$ cat src/rtl/peripheral_dsa_pkg.sv
// Shared types and sizing for the peripheral_dsa modular-arithmetic blocks.
package peripheral_dsa_pkg;

  localparam int unsigned DATA_SIZE              = 32;
  localparam int unsigned DEFAULT_TIMEOUT_CYCLES = 1024;

  typedef enum logic [2:0] {
    IDLE,
    CHECK,
    MUL_ISSUE,
    MUL_WAIT,
    SQR_ISSUE,
    SQR_WAIT,
    DONE
  } exp_state_t;

endpackage : peripheral_dsa_pkg

$ cat src/rtl/peripheral_dsa_timeout_counter.sv
// Saturating wait-cycle counter; expired_c flags the LIMIT-th consecutive enabled cycle.
module peripheral_dsa_timeout_counter
  import peripheral_dsa_pkg::*;
#(
  parameter int unsigned LIMIT = DEFAULT_TIMEOUT_CYCLES
) (
  input  logic clk,
  input  logic rst_n,
  input  logic clear,
  input  logic enable,
  output logic expired_c
);

  localparam int unsigned CNT_W = $clog2(LIMIT + 1);
  localparam logic [CNT_W-1:0] CNT_MAX  = CNT_W'(LIMIT);
  localparam logic [CNT_W-1:0] CNT_LAST = CNT_W'(LIMIT - 1);

  logic [CNT_W-1:0] count_q;
  logic [CNT_W-1:0] count_d;

  always_comb begin
    count_d = count_q;
    if (clear) begin
      count_d = '0;
    end else if (enable && (count_q != CNT_MAX)) begin
      count_d = count_q + CNT_W'(1);
    end
  end

  always_ff @(posedge clk or negedge rst_n) begin
    if (!rst_n) begin
      count_q <= '0;
    end else begin
      count_q <= count_d;
    end
  end

  // This enabled cycle is the one that brings the count to LIMIT.
  assign expired_c = enable && (count_q >= CNT_LAST);

endmodule : peripheral_dsa_timeout_counter

$ cat src/rtl/peripheral_dsa_modular_exponentiator_initiator.sv
// Right-to-left square-and-multiply sequencer driving an external modular multiplier
// over its START/READY handshake; computes BASE^EXPONENT mod MODULO.
module peripheral_dsa_modular_exponentiator_initiator #(
  parameter int unsigned DATA_SIZE      = peripheral_dsa_pkg::DATA_SIZE,
  parameter int unsigned TIMEOUT_CYCLES = peripheral_dsa_pkg::DEFAULT_TIMEOUT_CYCLES
) (
  input  logic                 CLK,
  input  logic                 RST,
  input  logic                 START,
  input  logic [DATA_SIZE-1:0] MODULO,
  input  logic [DATA_SIZE-1:0] DATA_BASE_IN,
  input  logic [DATA_SIZE-1:0] DATA_EXP_IN,
  output logic                 READY,
  output logic                 BUSY,
  output logic                 ERROR,
  output logic [DATA_SIZE-1:0] DATA_OUT,
  output logic                 MUL_START,
  output logic [DATA_SIZE-1:0] MUL_MODULO,
  output logic [DATA_SIZE-1:0] MUL_DATA_A_IN,
  output logic [DATA_SIZE-1:0] MUL_DATA_B_IN,
  input  logic                 MUL_READY,
  input  logic [DATA_SIZE-1:0] MUL_DATA_OUT
);

  import peripheral_dsa_pkg::*;

  exp_state_t state_q, state_d;

  logic [DATA_SIZE-1:0] acc_q, acc_d;
  logic [DATA_SIZE-1:0] base_q, base_d;
  logic [DATA_SIZE-1:0] exp_q, exp_d;
  logic [DATA_SIZE-1:0] mod_q, mod_d;
  logic [DATA_SIZE-1:0] data_out_q, data_out_d;
  logic [DATA_SIZE-1:0] mul_a_q, mul_a_d;
  logic [DATA_SIZE-1:0] mul_b_q, mul_b_d;
  logic                 ready_q, ready_d;
  logic                 busy_q, busy_d;
  logic                 error_q, error_d;
  logic                 mul_start_q, mul_start_d;

  logic tmr_clear;
  logic tmr_enable;
  logic tmr_expired_c;

  peripheral_dsa_timeout_counter #(
    .LIMIT (TIMEOUT_CYCLES)
  ) u_timer (
    .clk       (CLK),
    .rst_n     (RST),
    .clear     (tmr_clear),
    .enable    (tmr_enable),
    .expired_c (tmr_expired_c)
  );

  // Sequencer: every transition into DONE also loads READY/ERROR/DATA_OUT so
  // READY coincides with the DONE cycle.
  always_comb begin
    state_d     = state_q;
    acc_d       = acc_q;
    base_d      = base_q;
    exp_d       = exp_q;
    mod_d       = mod_q;
    data_out_d  = data_out_q;
    mul_a_d     = mul_a_q;
    mul_b_d     = mul_b_q;
    ready_d     = 1'b0;
    busy_d      = busy_q;
    error_d     = error_q;
    mul_start_d = 1'b0;
    tmr_clear   = 1'b0;
    tmr_enable  = 1'b0;

    unique case (state_q)
      IDLE: begin
        if (START) begin
          mod_d   = MODULO;
          base_d  = DATA_BASE_IN;
          exp_d   = DATA_EXP_IN;
          acc_d   = (MODULO == DATA_SIZE'(1)) ? '0 : DATA_SIZE'(1);
          busy_d  = 1'b1;
          state_d = CHECK;
        end
      end

      CHECK: begin
        if (mod_q == '0) begin
          state_d    = DONE;
          ready_d    = 1'b1;
          error_d    = 1'b1;
          data_out_d = '0;
        end else if (exp_q == '0) begin
          state_d    = DONE;
          ready_d    = 1'b1;
          error_d    = 1'b0;
          data_out_d = acc_q;
        end else if (exp_q[0]) begin
          state_d = MUL_ISSUE;
        end else begin
          state_d = SQR_ISSUE;
        end
      end

      MUL_ISSUE: begin
        mul_start_d = 1'b1;
        mul_a_d     = acc_q;
        mul_b_d     = base_q;
        tmr_clear   = 1'b1;
        state_d     = MUL_WAIT;
      end

      MUL_WAIT: begin
        tmr_enable = 1'b1;
        if (MUL_READY) begin
          acc_d = MUL_DATA_OUT;
          // Last set bit consumed: the trailing square would be wasted work.
          if ((exp_q >> 1) == '0) begin
            state_d    = DONE;
            ready_d    = 1'b1;
            error_d    = 1'b0;
            data_out_d = MUL_DATA_OUT;
          end else begin
            state_d = SQR_ISSUE;
          end
        end else if (tmr_expired_c) begin
          state_d    = DONE;
          ready_d    = 1'b1;
          error_d    = 1'b1;
          data_out_d = '0;
        end
      end

      SQR_ISSUE: begin
        mul_start_d = 1'b1;
        mul_a_d     = base_q;
        mul_b_d     = base_q;
        tmr_clear   = 1'b1;
        state_d     = SQR_WAIT;
      end

      SQR_WAIT: begin
        tmr_enable = 1'b1;
        if (MUL_READY) begin
          base_d  = MUL_DATA_OUT;
          exp_d   = exp_q >> 1;
          state_d = CHECK;
        end else if (tmr_expired_c) begin
          state_d    = DONE;
          ready_d    = 1'b1;
          error_d    = 1'b1;
          data_out_d = '0;
        end
      end

      DONE: begin
        busy_d  = 1'b0;
        state_d = IDLE;
      end

      default: begin
        state_d = IDLE;
      end
    endcase
  end

  always_ff @(posedge CLK or negedge RST) begin
    if (!RST) begin
      state_q     <= IDLE;
      acc_q       <= '0;
      base_q      <= '0;
      exp_q       <= '0;
      mod_q       <= '0;
      data_out_q  <= '0;
      mul_a_q     <= '0;
      mul_b_q     <= '0;
      ready_q     <= 1'b0;
      busy_q      <= 1'b0;
      error_q     <= 1'b0;
      mul_start_q <= 1'b0;
    end else begin
      state_q     <= state_d;
      acc_q       <= acc_d;
      base_q      <= base_d;
      exp_q       <= exp_d;
      mod_q       <= mod_d;
      data_out_q  <= data_out_d;
      mul_a_q     <= mul_a_d;
      mul_b_q     <= mul_b_d;
      ready_q     <= ready_d;
      busy_q      <= busy_d;
      error_q     <= error_d;
      mul_start_q <= mul_start_d;
    end
  end

  assign READY         = ready_q;
  assign BUSY          = busy_q;
  assign ERROR         = error_q;
  assign DATA_OUT      = data_out_q;
  assign MUL_START     = mul_start_q;
  assign MUL_MODULO    = mod_q;
  assign MUL_DATA_A_IN = mul_a_q;
  assign MUL_DATA_B_IN = mul_b_q;

endmodule : peripheral_dsa_modular_exponentiator_initiator

$ cat config.mk
export PLATFORM = sky130hd
export DESIGN_NAME = peripheral_dsa_modular_exponentiator_initiator
export DESIGN_NICKNAME = d
export VERILOG_FILES = /design/src/rtl/peripheral_dsa_pkg.sv /design/src/rtl/peripheral_dsa_timeout_counter.sv /design/src/rtl/peripheral_dsa_modular_exponentiator_initiator.sv
export SDC_FILE = /design/constraint.sdc
export NUM_CORES = 1
export LEC_CHECK = 0
export ABC_CLOCK_PERIOD_IN_PS = 3400
export CAP_MARGIN = 5
export CORE_MARGIN = 2
export CORE_UTILIZATION = 54
export DETAILED_ROUTE_END_ITERATION = 10
export MAX_ROUTING_LAYER = met4
export PLACE_DENSITY = 0.85
export SYNTH_ARGS = -nofsm -noshare
export SYNTH_HDL_FRONTEND = slang
export SYNTH_HIERARCHICAL = 1
export SYNTH_SLANG_ARGS = --single-unit
export TNS_END_PERCENT = 100
$ cat constraint.sdc
create_clock -name CLK -period 3.4 [get_ports CLK]
set_input_delay 0.68 -clock CLK [delete_from_list [all_inputs] [get_ports CLK]]
set_output_delay 0.68 -clock CLK [all_outputs]
set_load 0.01 [all_outputs]
==> results of run 1 <==
==> cell type report <==
type                            count  area, um2
Clock inverter                      8      71.32
Inverter                           41      153.9
Clock buffer                       33      695.7
Multi-Input combinational cell    655       4394
Fill cell                        1397       5119
Timing Repair Buffer              284       2833
Sequential cell                   242       6056
Tap cell                          265      331.6
==> report_power, final <==
part | total, uW | switching, uW | internal (uW)
Clock | 2590 | 1090 | 1500
Sequential | 4930 | 931 | 3990
Combinational | 5920 | 3140 | 2780
==> logic make-up after synthesis <==
logic type,after synthesis
and+or+nand+nor,294
DFF,242
AOI/OAI and AO/OA,196
muxes,160
buffers and inverters,106
xor gates and xnor gates,3
adders and majority gates,2
==> path summary, 6_finish.rpt <==
kind	startpoint	to	slack, ps	cells after the start
min reg2reg	MUL_DATA_B_IN[18]$_DFFE_PN0P_	MUL_DATA_B_IN[18]$_DFFE_PN0P_	470	2
min	RST	MUL_DATA_B_IN[3]$_DFFE_PN0P_	130	1
max	exp_q[12]$_DFFE_PN0P_	DATA_OUT[18]$_DFFE_PN0P_	800	7
max in group asynchronous	RST	MUL_DATA_B_IN[14]$_DFFE_PN0P_	2280	2
max reg2reg	exp_q[12]$_DFFE_PN0P_	DATA_OUT[18]$_DFFE_PN0P_	800	7
min in group CLK	MUL_DATA_B_IN[18]$_DFFE_PN0P_	MUL_DATA_B_IN[18]$_DFFE_PN0P_	470	2
==> per-stage QoR <==
| stage | cell area (um2) | util [%] |
|---|---|---|
| finish | 14540 | 73.96 |
| global route | 14540 | 73.96 |
| CTS | 14540 | 73.96 |
| detailed placement | 13770 | 70.05 |
| global placement | 13770 | 70.05 |
| floorplan | 10900 | - |
==> cell usage after synthesis, types with 2 or more instances <==
cell,instances,area (um2)
nor2_1,15,56.30
buf_6,3,33.78
clkbuf_1,35,131.4
buf_12,3,60.06
buf_2,24,120.1
o21a_1,2,15.01
ha_1,2,25.02
xor2_1,2,17.52
o211ai_1,2,15.01
or3_1,3,18.77
nand4_1,5,31.28
nor4_2,2,25.02
o21ai_0,14,70.07
o21ai_1,91,455.4
nor4_1,24,150.1
nand3b_1,2,15.01
nor3_1,2,10.01
nor2_2,2,12.51
nor2b_1,4,25.02
nor3_2,2,20.02
inv_2,3,11.26
inv_1,38,142.6
mux2_2,33,371.6
dfrtp_1,242,6056
or4_1,3,22.52
nand2b_1,6,37.54
a22o_1,31,271.5
a222oi_1,33,330.3
a21oi_1,13,65.06
nand3_1,5,25.02
o31ai_1,3,22.52
mux2i_1,126,1261
nand2_1,210,788.3
==> routing by layer <==
metal / up-vias / global-route usage (%) / wire length (um)
met1: 4310 / 37.57 / 12170
met2: 371 / 46.18 / 14290
li1: 4058 / - / -
met3: 64 / 4.625 / 2257
met5: - / - / 0
met4: 0 / 7.476 / 737
==> flip-flops by register name, summed over array words and instances, names as in the netlist, 3 cells and up <==
signal / count
DATA_OUT: 32
MUL_DATA_A_IN: 32
MUL_DATA_B_IN: 32
MUL_MODULO: 32
acc_q: 32
base_q: 32
exp_q: 32
u_timer/count_q: 11
state_q: 3
==> worst max-delay path: stages, from the launching register on <==
cell and delay [ps]:
dfrtp_1 400, nor4_1 380, nand4_1 290, or2_1 340, a31oi_1 190, o21a_2 390
buf_12 260, mux2i_1 230
==> cell usage in the layout (no fill, tap or decap), types with 14 or more instances in the layout <==
cell / Yosys / layout
mux2_2: 33 / 33
nor4_1: 24 / 24
nand2_1: 210 / 209
a222oi_1: 33 / 33
buf_4: 0 / 18
mux2i_1: 126 / 126
dfrtp_1: 242 / 242
o21ai_1: 91 / 91
clkbuf_16: 0 / 25
clkdlybuf4s50_1: 0 / 262
a22o_1: 31 / 31
inv_1: 38 / 38
o21ai_0: 14 / 14
==> run_results.csv, run 1 <==
group,metric,value,unit
run_status,outcome,"complete, no violations",
grt,antenna_found_initial,0,
clocking,post_cts_buffers,0,
grt,first_global_vias,8934,
yosys,netlist_area,10900,um2
timing,drv_slew,0,
yosys,yosys.area_share.adder,0.2296,%
yosys,synth_mux_area_share,15.09,%
timing,fin_skew,9.655,ps
critical_path,cp.arrival,3020,ps
clocking,numCtsBuffers,24,
place,gp_congestion,0.8399,
drt,vias_per_cell,5.761,
layout,drive_above_1_share,8.789,%
floorplanning,core,19650,um2
layout,finalNonFillerCells,1528,
clocking,root_buffer,"clkbuf_16",
timing,rsz0062_at_grt,"false",
yosys,async_flop_share,100.0,%
grt,grt_remaining_overflow,0,
layout,diodes,0,
yosys,synth_seq_area_share,55.57,%
timing,setup_violations,0,
place,dp_slack,680.4,ps
timing,relSlewSlack,33.72,%
floorplanning,chipWidth,146.1,um
clocking,cts_resized,0,
clocking,clock-sinks,242,
place,dp.cells,1487,
drt,ant_nets,0,
place,port_buffers,263,
drt,routed_wl,29.46,mm
floorplanning,fp.dieH,146.1,um
drt,drc,0,
yosys,syn_avg_cell_area,10.86,um2
yosys,ys.warnings.count,6,
floorplanning,rows,51,
pwr,power_density,924.4,nW/um2
timing,hold_slack,131.2,ps
timing,fin_ws,804.2,ps
yosys,synth-seq-cells,242,
critical_path,critPathRequiredTime,3820,ps
timing,period_minus_slack,2596,ps
yosys,synth_cell_types,51,
critical_path,end_kind,"flip-flop",
grt,grt_pass1_wl,47.86,mm
critical_path,cp_max_fo,25,
timing,max_freq,385.2,MHz
hold_path,min_path_type,"primary input to async pin",
clocking,cts_max_level,1,
floorplanning,io_pins,264,
timing,hold_viol,0,
grt,grt_max_degree,97,
drt,firstDrtPassIters,6,
layout,fin_nets,1382,
yosys,synth-xor-area-share,0.2411,%
yosys,synth_edf_count,0,
timing,worst_pin_slew,994.2,ps
yosys,synth_compound_area_share,12.00,%
clocking,clk_pin_slew,60,ps
drt,vias,8803,
pwr,total_leakage_power,0.006528,uW
critical_path,crit_type,"flip-flop to flip-flop",
pwr,p_total,13440,uW
pwr,vdd_drop_max,619.7,uV
place,dp_hpwl,20.43,mm
clocking,clock_latency,510,ps
yosys,synth-simple-area-share,12.29,%
timing,finalCritPeriodShare,76.35,%
floorplanning,start_util,55.44,%
drt,wl_per_cell,19.28,um
layout,syn2layout_area_growth,33.39,%
critical_path,start_kind,"flip-flop",
timing,setup_tns,0,ps
clocking,clk_path_buf_depth,3,
yosys,synth_top_family_by_area,"multiplexers",
yosys,synthCells,1003,
grt,grt_usage,28.40,%
drt,drt_iter0_markers,624,
clocking,cts_hold_buf,0,
yosys,synth_top_flop_cell,"dfrtp_1",
floorplanning,die_area,21330,um2
job,cap_violations,0,
yosys,synth_nets,1137,
clocking,cts_tree,"done",
No activity file was read; power rests on OpenSTA's default activity.
==> run 2: changes to the inputs <==
--- a/config.mk
+++ b/config.mk
@@ -5,13 +5,13 @@
 export SDC_FILE = /design/constraint.sdc
 export NUM_CORES = 1
 export LEC_CHECK = 0
-export ABC_CLOCK_PERIOD_IN_PS = 3400
+export ABC_CLOCK_PERIOD_IN_PS = 2600
 export CAP_MARGIN = 5
 export CORE_MARGIN = 2
-export CORE_UTILIZATION = 54
+export CORE_UTILIZATION = 50
 export DETAILED_ROUTE_END_ITERATION = 10
 export MAX_ROUTING_LAYER = met4
-export PLACE_DENSITY = 0.85
+export PLACE_DENSITY = 0.8
 export SYNTH_ARGS = -nofsm -noshare
 export SYNTH_HDL_FRONTEND = slang
 export SYNTH_HIERARCHICAL = 1
==> constraint.sdc (replaced) <==
create_clock -name CLK -period 2.6 [get_ports CLK]
set_input_delay 0.52 -clock CLK [delete_from_list [all_inputs] [get_ports CLK]]
set_output_delay 0.52 -clock CLK [all_outputs]
set_load 0.01 [all_outputs]
==> run_results.csv, run 2 (synthesis gave the netlist of run 1 again) <==
group,metric,value,unit
floorplanning,start_util,50.40,%
clocking,clock-sinks,242,
floorplanning,die_area,22990,um2
timing,relSlewSlack,39.87,%
clocking,root_buffer,"clkbuf_16",
pwr,pwr-share-seq,35.4,%
grt,grt_pass1_wl,46.58,mm
drt,wl_per_cell,19.19,um
run_status,outcome,"complete, no violations",
place,placed_area,13910,um2
place,gp_congestion,0.8815,
critical_path,critPathRequiredTime,2980,ps
place,dp_hpwl,20.29,mm
drt,routed_wl,29.79,mm
pwr,pwr-share-clk,20.5,%
grt,first_global_vias,8935,
hold_path,min_path_type,"flip-flop to flip-flop",
layout,final_common_cell,"clkdlybuf4s50_1",
clocking,clock_latency,520,ps
layout,syn2layout_area_growth,35.47,%
timing,rsz0062_at_grt,"false",
critical_path,end_kind,"flip-flop",
critical_path,cp.arrival,2750,ps
floorplanning,fp.dieH,151.6,um
place,port_buffers,263,
floorplanning,rows,54,
drt,ant_nets,0,
drt,firstDrtPassIters,7,
grt,grt_usage,26.69,%
clocking,clk_pin_slew,60,ps
pwr,power_frac_comb,44.1,%
timing,period_minus_slack,2378,ps
floorplanning,io_pins,264,
grt,grt_remaining_overflow,0,
clocking,cts_resized,0,
drt,vias_per_cell,5.704,
critical_path,r2r_setup_slack,220,ps
critical_path,cp_max_fo,32,
timing,finalCritPeriodShare,91.47,%
timing,hold_viol,0,
critical_path,crit_type,"flip-flop to flip-flop",
pwr,p_sw,6790,uW
pwr,total_leakage_power,0.006622,uW
timing,setup_violations,0,
critical_path,start_kind,"flip-flop",
timing,drv_slew,0,
layout,stdcell_area,14760,um2
layout,fin_nets,1389,
pwr,p_int,11180,uW
drt,drt_iter0_markers,688,
floorplanning,core,21620,um2
timing,worst_pin_slew,899.9,ps
pwr,swShare,37.79,%
clocking,cts_tree,"done",
pwr,vdd_drop_max,658.6,uV
clocking,post_cts_buffers,0,
grt,grt_max_degree,97,
layout,diodes,0,
floorplanning,chipWidth,151.6,um
timing,max_freq,420.5,MHz
timing,fin_skew,16.15,ps
drt,vias,8852,
job,cap_violations,0,
drt,drc,0,
timing,hold_slack,474.9,ps
pwr,power_density,1217,nW/um2
grt,antenna_found_initial,0,
layout,drive_above_1_share,9.513,%
clocking,cts_max_level,1,
timing,setup_tns,0,ps
clocking,clk_path_buf_depth,3,
clocking,numCtsBuffers,25,
layout,final_cell_mix,"262 x clkdlybuf4s50_1, 242 x dfrtp_1, 209 x nand2_1",
clocking,cts_hold_buf,1,
[run 2: changes by cell type in the layout (fill, tap and decap cells not counted), moves of 2 or more]
cell / before / now
nor2_4: 2 / 4
buf_12: 3 / 9
clkbuf_1: 4 / 2
clkinv_2: 5 / 7
nor2_2: 2 / 0
bufinv_16: 1 / 3
[run 2: final timing paths]
check,from,endpoint,cells past startpoint
min,MUL_DATA_B_IN[13]$_DFFE_PN0P_,MUL_DATA_B_IN[13]$_DFFE_PN0P_,2
max,MUL_MODULO[16]$_DFFE_PN0P_,DATA_OUT[12]$_DFFE_PN0P_,6
min reg2reg,MUL_DATA_B_IN[13]$_DFFE_PN0P_,MUL_DATA_B_IN[13]$_DFFE_PN0P_,2
max in group asynchronous,RST,acc_q[31]$_DFFE_PN0P_,3
max reg2reg,MUL_MODULO[16]$_DFFE_PN0P_,DATA_OUT[12]$_DFFE_PN0P_,6
min in group asynchronous,RST,exp_q[12]$_DFFE_PN0P_,2
[run 2: layout make-up]
type | instances | area (um2)
Clock buffer | 32 | 701.9
Clock inverter | 12 | 140.1
Fill cell | 1663 | 6859
Inverter | 41 | 153.9
Multi-Input combinational cell | 655 | 4404
Sequential cell | 242 | 6056
Tap cell | 280 | 350.3
Timing Repair Buffer | 290 | 2955
[run 2: stage by stage]
| step | worst slack, ps | power [uW] | utilization (%) | std cells |
|---|---|---|---|---|
| finish | 221.8 | 17970 | 68.28 | 1552 |
| global route | 27.50 | 19070 | 68.28 | 1552 |
| CTS | 234.9 | 18090 | 68.28 | 1552 |
| detailed placement | 63.78 | 14320 | 64.33 | 1507 |
| global placement | 109.7 | 14050 | 64.33 | 1507 |
| floorplan | 459.4 | 11180 | - | 1003 |
[run 2: layer usage]
layer / GRT usage [%] / routed length [um] / vias up
li1: - / - / 4085
met1: 33.33 / 12040 / 4394
met2: 43.89 / 14640 / 313
met3: 5.898 / 2244 / 60
met4: 8.102 / 865 / 0
met5: - / 0 / -
[run 2: critical path, stage by stage, from the launching register on]
cell and delay [ps]:
dfrtp_1 400, nor4_1 320, nand2_1 150, nor4_4 530, nor2_4 290, a222oi_1 430, mux2i_1 120
[run 2: power groups by stage]
stage	Combinational, uW	Clock (uW)	Sequential (uW)
final	7920	3690	6360
after floorplan	4760	0	6420
after global routing	8650	3880	6540
after CTS	8000	3730	6350
after global placement	7710	0	6340
after detailed placement	7930	0	6380
